==> src/rtl/fetch_pkg.sv <==
// rtl/fetch_pkg.sv - shared types and constants for the fetch PC generator
package fetch_pkg;

   localparam int INSTR_BYTES = 4;
   localparam int IF_ID_W     = 32;

   typedef enum logic [1:0] {
      BOOT   = 2'd0,
      RUN    = 2'd1,
      HALTED = 2'd2
   } fetch_state_t;

   typedef struct packed {
      logic               valid;
      logic [IF_ID_W-1:0] pc;
      logic [31:0]        instr;
      logic               predTaken;
      logic [IF_ID_W-1:0] predAddr;
   } if_id_t;

endpackage

==> src/rtl/fetch_pc_gen_branch_resolve.sv <==
// rtl/fetch_pc_gen_branch_resolve.sv - EX-stage prediction check and fix-up PC
module branch_resolve
   import fetch_pkg::*;
#(
   parameter int WIDTH = 32
) (
   input  logic             ex_valid,
   input  logic [WIDTH-1:0] ex_pc,
   input  logic             ex_pred_taken,
   input  logic [WIDTH-1:0] ex_pred_addr,
   input  logic             ex_branch,
   input  logic             ex_branch_taken,
   input  logic [WIDTH-1:0] ex_branch_addr,
   output logic             mispredict,
   output logic [WIDTH-1:0] fix_pc
);

   logic ok;

   // A non-branch carrying a taken prediction is a stale alias and must be undone.
   always_comb begin
      ok         = (ex_pred_taken == ex_branch_taken) &&
                   (!ex_branch_taken || (ex_pred_addr == ex_branch_addr));
      mispredict = 1'b0;
      if (ex_valid) begin
         mispredict = ex_branch ? !ok : ex_pred_taken;
      end
      fix_pc = (ex_branch_taken && ex_branch) ? ex_branch_addr
                                              : ex_pc + WIDTH'(INSTR_BYTES);
   end

endmodule

==> src/rtl/fetch_pc_gen.sv <==
// rtl/fetch_pc_gen.sv - fetch PC generator with IF/ID register; optional FETCH_PERF_CNT_EN counters
module fetch_pc_gen
   import fetch_pkg::*;
#(
   parameter int               WIDTH    = 32,
   parameter logic [WIDTH-1:0] RESET_PC = '0
) (
   input  logic             clk,
   input  logic             rst,
   output logic [WIDTH-1:0] PC,
   input  logic             predictJump,
   input  logic [WIDTH-1:0] jumpAddr,
   input  logic [31:0]      IMInstr,
   input  logic             Stall,
   output logic             IDValid,
   output logic [WIDTH-1:0] IDPC,
   output logic [31:0]      IDInstr,
   output logic             IDPredTaken,
   output logic [WIDTH-1:0] IDPredAddr,
   input  logic             EXValid,
   input  logic [WIDTH-1:0] EXPC,
   input  logic             EXPredTaken,
   input  logic [WIDTH-1:0] EXPredAddr,
   input  logic             EXBranch,
   input  logic             EXBranchTaken,
   input  logic [WIDTH-1:0] EXBranchAddr,
   input  logic             EXHalt,
   output logic             Redirect,
   output logic             Halted
`ifdef FETCH_PERF_CNT_EN
   ,
   output logic [31:0]      BranchCnt,
   output logic [31:0]      MispredCnt
`endif
);

   fetch_state_t     state_q, state_d;
   logic             halted_q, halted_d;
   logic [WIDTH-1:0] pc_q, pc_d;
   if_id_t           if_id_q, if_id_d;
   logic             mispredict;
   logic [WIDTH-1:0] fix_pc;
   logic             halt_now;
   logic             redirect;

   branch_resolve #(.WIDTH(WIDTH)) u_resolve (
      .ex_valid        (EXValid),
      .ex_pc           (EXPC),
      .ex_pred_taken   (EXPredTaken),
      .ex_pred_addr    (EXPredAddr),
      .ex_branch       (EXBranch),
      .ex_branch_taken (EXBranchTaken),
      .ex_branch_addr  (EXBranchAddr),
      .mispredict      (mispredict),
      .fix_pc          (fix_pc)
   );

   // Next PC, IF/ID contents and FSM state; a halt beats a concurrent redirect.
   always_comb begin
      halt_now = EXValid && EXHalt;
      redirect = mispredict && (state_q != HALTED) && !EXHalt;

      state_d = state_q;
      case (state_q)
         BOOT:    state_d = RUN;
         RUN:     if (halt_now) state_d = HALTED;
         HALTED:  state_d = HALTED;
         default: state_d = BOOT;
      endcase
      halted_d = (state_d == HALTED);

      // BOOT holds RESET_PC so its fetch is captured once RUN begins.
      pc_d = pc_q;
      if (state_q == HALTED || halt_now) begin
         pc_d = pc_q;
      end else if (redirect) begin
         pc_d = fix_pc;
      end else if (Stall || state_q == BOOT) begin
         pc_d = pc_q;
      end else if (predictJump) begin
         pc_d = jumpAddr;
      end else begin
         pc_d = pc_q + WIDTH'(INSTR_BYTES);
      end

      if_id_d = if_id_q;
      if (redirect) begin
         if_id_d.valid = 1'b0;
      end else if (Stall) begin
         if_id_d = if_id_q;
      end else if (state_q != RUN) begin
         if_id_d.valid = 1'b0;
      end else begin
         if_id_d.valid     = 1'b1;
         if_id_d.pc        = IF_ID_W'(pc_q);
         if_id_d.instr     = IMInstr;
         if_id_d.predTaken = predictJump;
         if_id_d.predAddr  = IF_ID_W'(jumpAddr);
      end
   end

   // Fetch state registers; reset discards all in-flight fetch state.
   always_ff @(posedge clk) begin
      if (!rst) begin
         state_q  <= BOOT;
         halted_q <= 1'b0;
         pc_q     <= RESET_PC;
         if_id_q  <= '0;
      end else begin
         state_q  <= state_d;
         halted_q <= halted_d;
         pc_q     <= pc_d;
         if_id_q  <= if_id_d;
      end
   end

   assign PC          = pc_q;
   assign IDValid     = if_id_q.valid;
   assign IDPC        = WIDTH'(if_id_q.pc);
   assign IDInstr     = if_id_q.instr;
   assign IDPredTaken = if_id_q.predTaken;
   assign IDPredAddr  = WIDTH'(if_id_q.predAddr);
   assign Redirect    = redirect;
   assign Halted      = halted_q;

`ifdef FETCH_PERF_CNT_EN
   logic [31:0] branch_cnt_q, branch_cnt_d;
   logic [31:0] mispred_cnt_q, mispred_cnt_d;

   // Saturating event counters, frozen once the core has halted.
   always_comb begin
      branch_cnt_d  = branch_cnt_q;
      mispred_cnt_d = mispred_cnt_q;
      if (state_q != HALTED) begin
         if (EXValid && EXBranch && (branch_cnt_q != 32'hFFFF_FFFF)) begin
            branch_cnt_d = branch_cnt_q + 32'd1;
         end
         if (redirect && (mispred_cnt_q != 32'hFFFF_FFFF)) begin
            mispred_cnt_d = mispred_cnt_q + 32'd1;
         end
      end
   end

   // Counter registers.
   always_ff @(posedge clk) begin
      if (!rst) begin
         branch_cnt_q  <= '0;
         mispred_cnt_q <= '0;
      end else begin
         branch_cnt_q  <= branch_cnt_d;
         mispred_cnt_q <= mispred_cnt_d;
      end
   end

   assign BranchCnt  = branch_cnt_q;
   assign MispredCnt = mispred_cnt_q;
`endif

endmodule

==> config.mk <==
export PLATFORM = sky130hd
export DESIGN_NAME = fetch_pc_gen
export DESIGN_NICKNAME = d
export VERILOG_FILES = /design/src/rtl/fetch_pkg.sv /design/src/rtl/fetch_pc_gen_branch_resolve.sv /design/src/rtl/fetch_pc_gen.sv
export SDC_FILE = /design/constraint.sdc
export NUM_CORES = 1
export LEC_CHECK = 0
export CORE_MARGIN = 2
export CORE_UTILIZATION = 47
export DETAILED_ROUTE_END_ITERATION = 7
export GPL_TIMING_DRIVEN = 0
export PLACE_DENSITY = 0.84
export SKIP_LAST_GASP = 1
export SLEW_MARGIN = 5
export SYNTH_ARGS = -nofsm -noshare
export SYNTH_HDL_FRONTEND = slang
export SYNTH_SLANG_ARGS = --single-unit
==> constraint.sdc <==
create_clock -name clk -period 7.29 [get_ports clk]
set_input_delay 1.458 -clock clk [delete_from_list [all_inputs] [get_ports clk]]
set_output_delay 1.458 -clock clk [all_outputs]
set_load 0.03 [all_outputs]
==> flow_metrics.tcl, run 1 <==
set metrics [dict create \
    overflow 0 \
    regToRegEndpoint "PC[26]" \
    max_freq_mhz 172 \
    power_density_nw_per_um2 203 \
    cap_viol_max_count 0 \
    min_from "IDValid" \
    clk_latency_ps 410 \
    relSlewSlack_pct 49.3 \
    synthTopCellsByArea "dfxtp_1, mux2i_1, xnor2_1" \
    hold_class "flip-flop to flip-flop" \
    ys_types 63 \
    num_vias 7650 \
    r2r-start "PC[2]" \
    worst_pin_slew_ps 761 \
    initialDrtViolationCount 675 \
    finalSetupTns_ps 0 \
    final_cells 1381 \
    finalMaxSlewViolations 0 \
    htree_levels 4 \
    die_w_um 130 \
    n_fill_cell 1229 \
    post_cts_buffers 0 \
    yosys.area.top_type "dfxtp_1" \
    worstHoldPathCells 2 \
    die_area_um2 16900 \
    final_nets 1324 \
    synth_commonest_cells "dfxtp_1, nor2_1, mux2i_1, nand2_1, xnor2_1" \
    worstPathCellList "clkdlybuf4s50_1, xnor2_1, nand4_1, nor4_2, nand3_4, nand2_2, inv_2, buf_6, buf_2, clkdlybuf4s50_1" \
    ant_nets 0 \
    yosysMostFrequentCell "dfxtp_1" \
    port_buffers 298 \
    gp_congestion 0.978 \
    r2r_slack_ps 4410 \
    worst-path-max-fanout 10 \
    period_needed_ps 5820 \
    fp-row-count 46 \
    core_area_um2 15700 \
    io_pins 301 \
    min_to "IDValid" \
    numCtsBuffers 17 \
    place_hpwl_mm 21.3 \
    antenna_cells 0 \
    grt_antenna_before_repair 0 \
    cts.repair.resized 0 \
    crit_type "input port to output port" \
    grt_first_pass_wirelength_mm 39.4 \
    routedWlPerCell_um 19.3 \
    setup_slack_ps 1470 \
    synth-edff-count 0 \
    ys_warn_count 0 \
    hold_buffers 0 \
    synthFlopType "dfxtp_1" \
    cp_data_required_time_ps 5830 \
    start_util_pct 47.4 \
    fin_crit_sh_pct 79.9 \
    grt_usage_pct 30.6 \
    outcome "completed" \
    synth_area_per_cell_um2 8.92 \
    area_delta_synth_final_pct 52.3 \
    synthCells 836 \
    arrival_ps 4370 \
    crit_family "buffers and inverters" \
    grt_start_max_net_pins 17 \
    finalSetupViolations 0 \
    die-height_um 130 \
    irDropWorstVdd_v 0.000179 \
    cpMostUsedCell "clkdlybuf4s50_1" \
    place_ws_ps 1430 \
    start_kind "input port" \
    clk_path_buf_depth 2 \
    cts.sinks 133 \
    wirelength_mm 26.7 \
    cp-startpoint "EXBranchAddr[26]" \
    clock_skew_ps 10.5 \
    grt_pass1_vias 7245 \
    path_buf_inv 5 \
    max_stage_delay_ps 620 \
    slowest_stage "clkdlybuf4s50_1" \
    grt_setup_unrepaired "no" \
    rr_worst_depth 9 \
    synth-seq-area-share_pct 35.7 \
    synthArstFlopShare_pct 0 \
    holdWs_ps 487 \
    final_layout_size_suffix_gt1_share_pct 7.98 \
    finalPower_w 0.00231 \
    clk_pin_slew_worst_paths_ps 60 \
    root_buffer "clkbuf_16" \
    ys_seq_elements 133 \
    cellLeakagePower_nw 4.00 \
    syn_area_um2 7450 \
    synth_top_area_share_pct 35.7 \
    endpoint_kind "output port" \
    hold_violations 0 \
    dp.cells 1350 \
    vias_per_cell 5.54 \
    cts_tree "done" \
    drt_pass1_iterations 6 \
    syn-num-nets 1007 \
    drc 0 \
]
power by group:
group	total, W	switching [W]	leakage, nW	internal, W
sequential	0.000820	0.0000511	1.09	0.000769
clock	0.000942	0.000325	0.307	0.000617
combinational	0.000548	0.000287	2.61	0.000262
total	0.00231	0.000663	4.00	0.00165
kinds of logic (layout without fill, tap and decap cells):
group,after synthesis,in the layout,share of synthesized area (%)
simple gates,314,314,20.7
flops,133,133,35.7
compound gates,131,131,13.9
mux,107,107,14.4
xor+xnor,82,82,9.63
buf+inv,67,396,5.22
fa+ha+maj,2,2,0.336
flip-flops by register name, indices dropped and copies added (netlist names):
signal	flops
IDInstr	32
IDValid	1
IDPredTaken	1
state_q	2
PC	32
Halted	1
IDPC	32
IDPredAddr	32
final cells by class:
class	instances	area [um^2]	area share, %
multi-input combinational	636	4400	38.8
timing repair buffer	298	2980	26.3
sequential	133	2660	23.4
clock buffer	20	447	3.93
buffer	55	344	3.03
tap	216	270	2.38
clock inverter	11	200	1.76
inverter	12	45.0	0.397
through the flow:
stage / util [%] / area, um^2
after floorplan: - / 7450
after global placement: 68.1 / 10700
after detailed placement: 68.1 / 10700
after CTS: 72.3 / 11400
after global routing: 72.3 / 11400
final: 72.3 / 11400
worst reg2reg max path: stages (launching register included):
cell	delay (ps)
dfxtp_1	600
ha_1	290
and4_1	200
clkbuf_1	250
nand4_1	440
nor3_1	360
xor2_1	110
mux2i_1	170
o22ai_1	120
o221a_2	250
routing by layer:
| layer | GRT usage, % | part of all wire [%] |
|---|---|---|
| met5 | 0 | 0 |
| met4 | 11.6 | 3.1 |
| met3 | 7.09 | 9.6 |
| met2 | 54.1 | 49 |
| met1 | 36.0 | 39 |
cells in the final DEF, fill, tap and decap left out, types with 4 or more instances in the layout:
master / n
nor4_1: 6
buf_12: 4
nor3_1: 17
dfxtp_1: 133
xnor2_1: 59
a311oi_2: 15
nand2_1: 71
o21ai_0: 19
and4_1: 10
clkbuf_16: 17
nand3_1: 25
buf_2: 4
buf_4: 12
o221a_2: 5
clkbuf_1: 32
and3_1: 7
mux2i_1: 103
a21oi_1: 32
bufinv_16: 5
xor2_1: 23
a31oi_1: 4
a211oi_1: 9
and2_1: 6
nor2_1: 121
nand2b_1: 14
inv_1: 10
o211ai_1: 26
clkdlybuf4s50_1: 298
nand4_1: 18
how the worst max path moves through the flow:
stage | slack, ps | end | cells after the start
after global placement | 1440 | Redirect | 10
final | 1470 | Redirect | 10
after global routing | 1350 | Redirect | 10
after detailed placement | 1430 | Redirect | 10
after CTS | 1430 | Redirect | 10
after floorplan | 2990 | Redirect | 8
Power figures use the tool's default switching activity.
==> run 2, diff against run 1 <==
--- a/config.mk
+++ b/config.mk
@@ -6,10 +6,10 @@
 export NUM_CORES = 1
 export LEC_CHECK = 0
 export CORE_MARGIN = 2
-export CORE_UTILIZATION = 47
+export CORE_UTILIZATION = 44
 export DETAILED_ROUTE_END_ITERATION = 7
 export GPL_TIMING_DRIVEN = 0
-export PLACE_DENSITY = 0.84
+export PLACE_DENSITY = 0.79
 export SKIP_LAST_GASP = 1
 export SLEW_MARGIN = 5
 export SYNTH_ARGS = -nofsm -noshare
==> constraint.sdc (replaced) <==
create_clock -name clk -period 5.78 [get_ports clk]
set_input_delay 1.156 -clock clk [delete_from_list [all_inputs] [get_ports clk]]
set_output_delay 1.156 -clock clk [all_outputs]
set_load 0.03 [all_outputs]
==> run 2 against run 1 <==
Compared with the run above:
- power increased by 24%
- cell count rose by 0.36%
- clock power rose by 20%
- count of clock-buffer cells in the layout decreased by 2
- die area grew 6.6%
- design area fell by 0.23%
- critical endpoint unchanged
- largest power group unchanged
- highest routed layer unchanged
==> flow_metrics.tcl, run 2 (synthesis results as in run 1) <==
set metrics [dict create \
    grt_start_max_net_pins 17 \
    finalSetupTns_ps 0 \
    fp-row-count 47 \
    finalSetupViolations 0 \
    clk_path_buf_depth 2 \
    area_delta_synth_final_pct 52.0 \
    utilization_pct 68.3 \
    num_vias 7543 \
    p_seq_share_pct 36.3 \
    hold_violations 0 \
    postPlaceCellArea_um2 10700 \
    outcome "completed" \
    grt_setup_unrepaired "no" \
    ant_nets 0 \
    worstPathCellList "clkdlybuf4s50_1, xnor2_1, nand4_1, nor4_2, nand3_4, nand2_2, inv_2, buf_6, buf_2, clkdlybuf4s50_1" \
    period_needed_ps 5320 \
    routedWlPerCell_um 19.4 \
    grt_usage_pct 29.5 \
    holdWs_ps 476 \
    die_area_um2 18000 \
    arrival_ps 4170 \
    port_buffers 298 \
    finalMaxSlewViolations 0 \
    fin_crit_sh_pct 92.1 \
    grt_pass1_vias 7429 \
    endpoint_kind "output port" \
    cpMostUsedCell "clkdlybuf4s50_1" \
    numCtsBuffers 17 \
    place_hpwl_mm 21.5 \
    post_cts_buffers 0 \
    slowest_stage "clkdlybuf4s50_1" \
    final_area_um2 11300 \
    start_kind "input port" \
    power_density_nw_per_um2 252 \
    pwr-share-clk_pct 39.6 \
    max_freq_mhz 188 \
    worst-path-max-fanout 10 \
    vias_per_cell 5.44 \
    cts.repair.resized 0 \
    irDropWorstVdd_v 0.000173 \
    cap_viol_max_count 0 \
    cts.sinks 133 \
    power.switching_w 0.000860 \
    cp_data_required_time_ps 4620 \
    die_w_um 134 \
    layout_commonest_cell "clkdlybuf4s50_1" \
    initialDrtViolationCount 486 \
    crit_type "input port to output port" \
    worst_pin_slew_ps 739 \
    mostFrequentLayoutCells "clkdlybuf4s50_1, dfxtp_1, nor2_1" \
    wirelength_mm 26.9 \
    cts_tree "done" \
    start_util_pct 45.0 \
    switching_share_pct 30.1 \
    gp_congestion 0.924 \
    clk_latency_ps 420 \
    antenna_cells 0 \
    io_pins 301 \
    grt_first_pass_wirelength_mm 41.3 \
    hold_class "flip-flop to flip-flop" \
    final_nets 1324 \
    clk_pin_slew_worst_paths_ps 60 \
    drt_pass1_iterations 5 \
    htree_levels 4 \
    die-height_um 134 \
    root_buffer "clkbuf_16" \
    drc 0 \
    max_stage_delay_ps 620 \
    core_area_um2 16600 \
    p_int_w 0.00199 \
    cellLeakagePower_nw 3.99 \
    clock_skew_ps 6.85 \
    relSlewSlack_pct 50.8 \
    overflow 0 \
    combPwrFrac_pct 24.1 \
    finalPower_w 0.00285 \
    grt_antenna_before_repair 0 \
    hold_buffers 0 \
    final_layout_size_suffix_gt1_share_pct 8.23 \
]
## run 2: changes by cell type in the layout (fill, tap and decap cells not counted)
cell	change
clkbuf_1	-2
inv_6	+1
clkinv_4	-1
clkinv_2	+2
bufinv_16	-2
clkinvlp_4	+2
inv_8	+1
## run 2: critical path, delay by kind of cell
| kind | cells | cell delay (ps) |
|---|---|---|
| buffers and inverters | 5 | 1470 |
| and+or+nand+nor | 4 | 1130 |
| xor gates and xnor gates | 1 | 390 |
## run 2: metal layers
layer  vias up  routed length, um  GRT usage (%)
met5         -                  0              0
li1       3609                  -              -
met1      3486              10700           35.4
met3        55               2320           7.41
met2       393              13300           52.4
met4         0                599           8.19
## run 2: layout make-up
| type | instances | area [um^2] |
|---|---|---|
| fill | 1395 | 5260 |
| multi-input combinational | 636 | 4400 |
| timing repair buffer | 298 | 2980 |
| sequential | 133 | 2660 |
| clock buffer | 18 | 439 |
| buffer | 55 | 344 |
| tap | 220 | 275 |
| clock inverter | 14 | 176 |
| inverter | 12 | 45.0 |
## run 2: stage by stage
| step | setup WS [ps] | instances |
|---|---|---|
| final | 455 | 1386 |
| after global routing | 387 | 1386 |
| after CTS | 424 | 1386 |
| after detailed placement | 436 | 1354 |
| after global placement | 462 | 1354 |
| after floorplan | 2080 | 836 |
## run 2: worst paths after layout
path                            slack [ps]  endpoint  depth (start not counted)              from
worst max-delay path                   460  Redirect                         10  EXBranchAddr[26]
worst min-delay path                   480   IDValid                          2           IDValid
worst max register to register        2890    PC[30]                          9             PC[2]
worst min register to register         480   IDValid                          2           IDValid
## run 2: power groups by stage
stage	clock [W]	combinational, W	sequential (W)
finish	0.00113	0.000688	0.00104
global route	0.00118	0.000729	0.00104
CTS	0.00113	0.000687	0.00103
detailed placement	0	0.000683	0.00105
global placement	0	0.000677	0.00105
floorplan	0	0.000273	0.00113
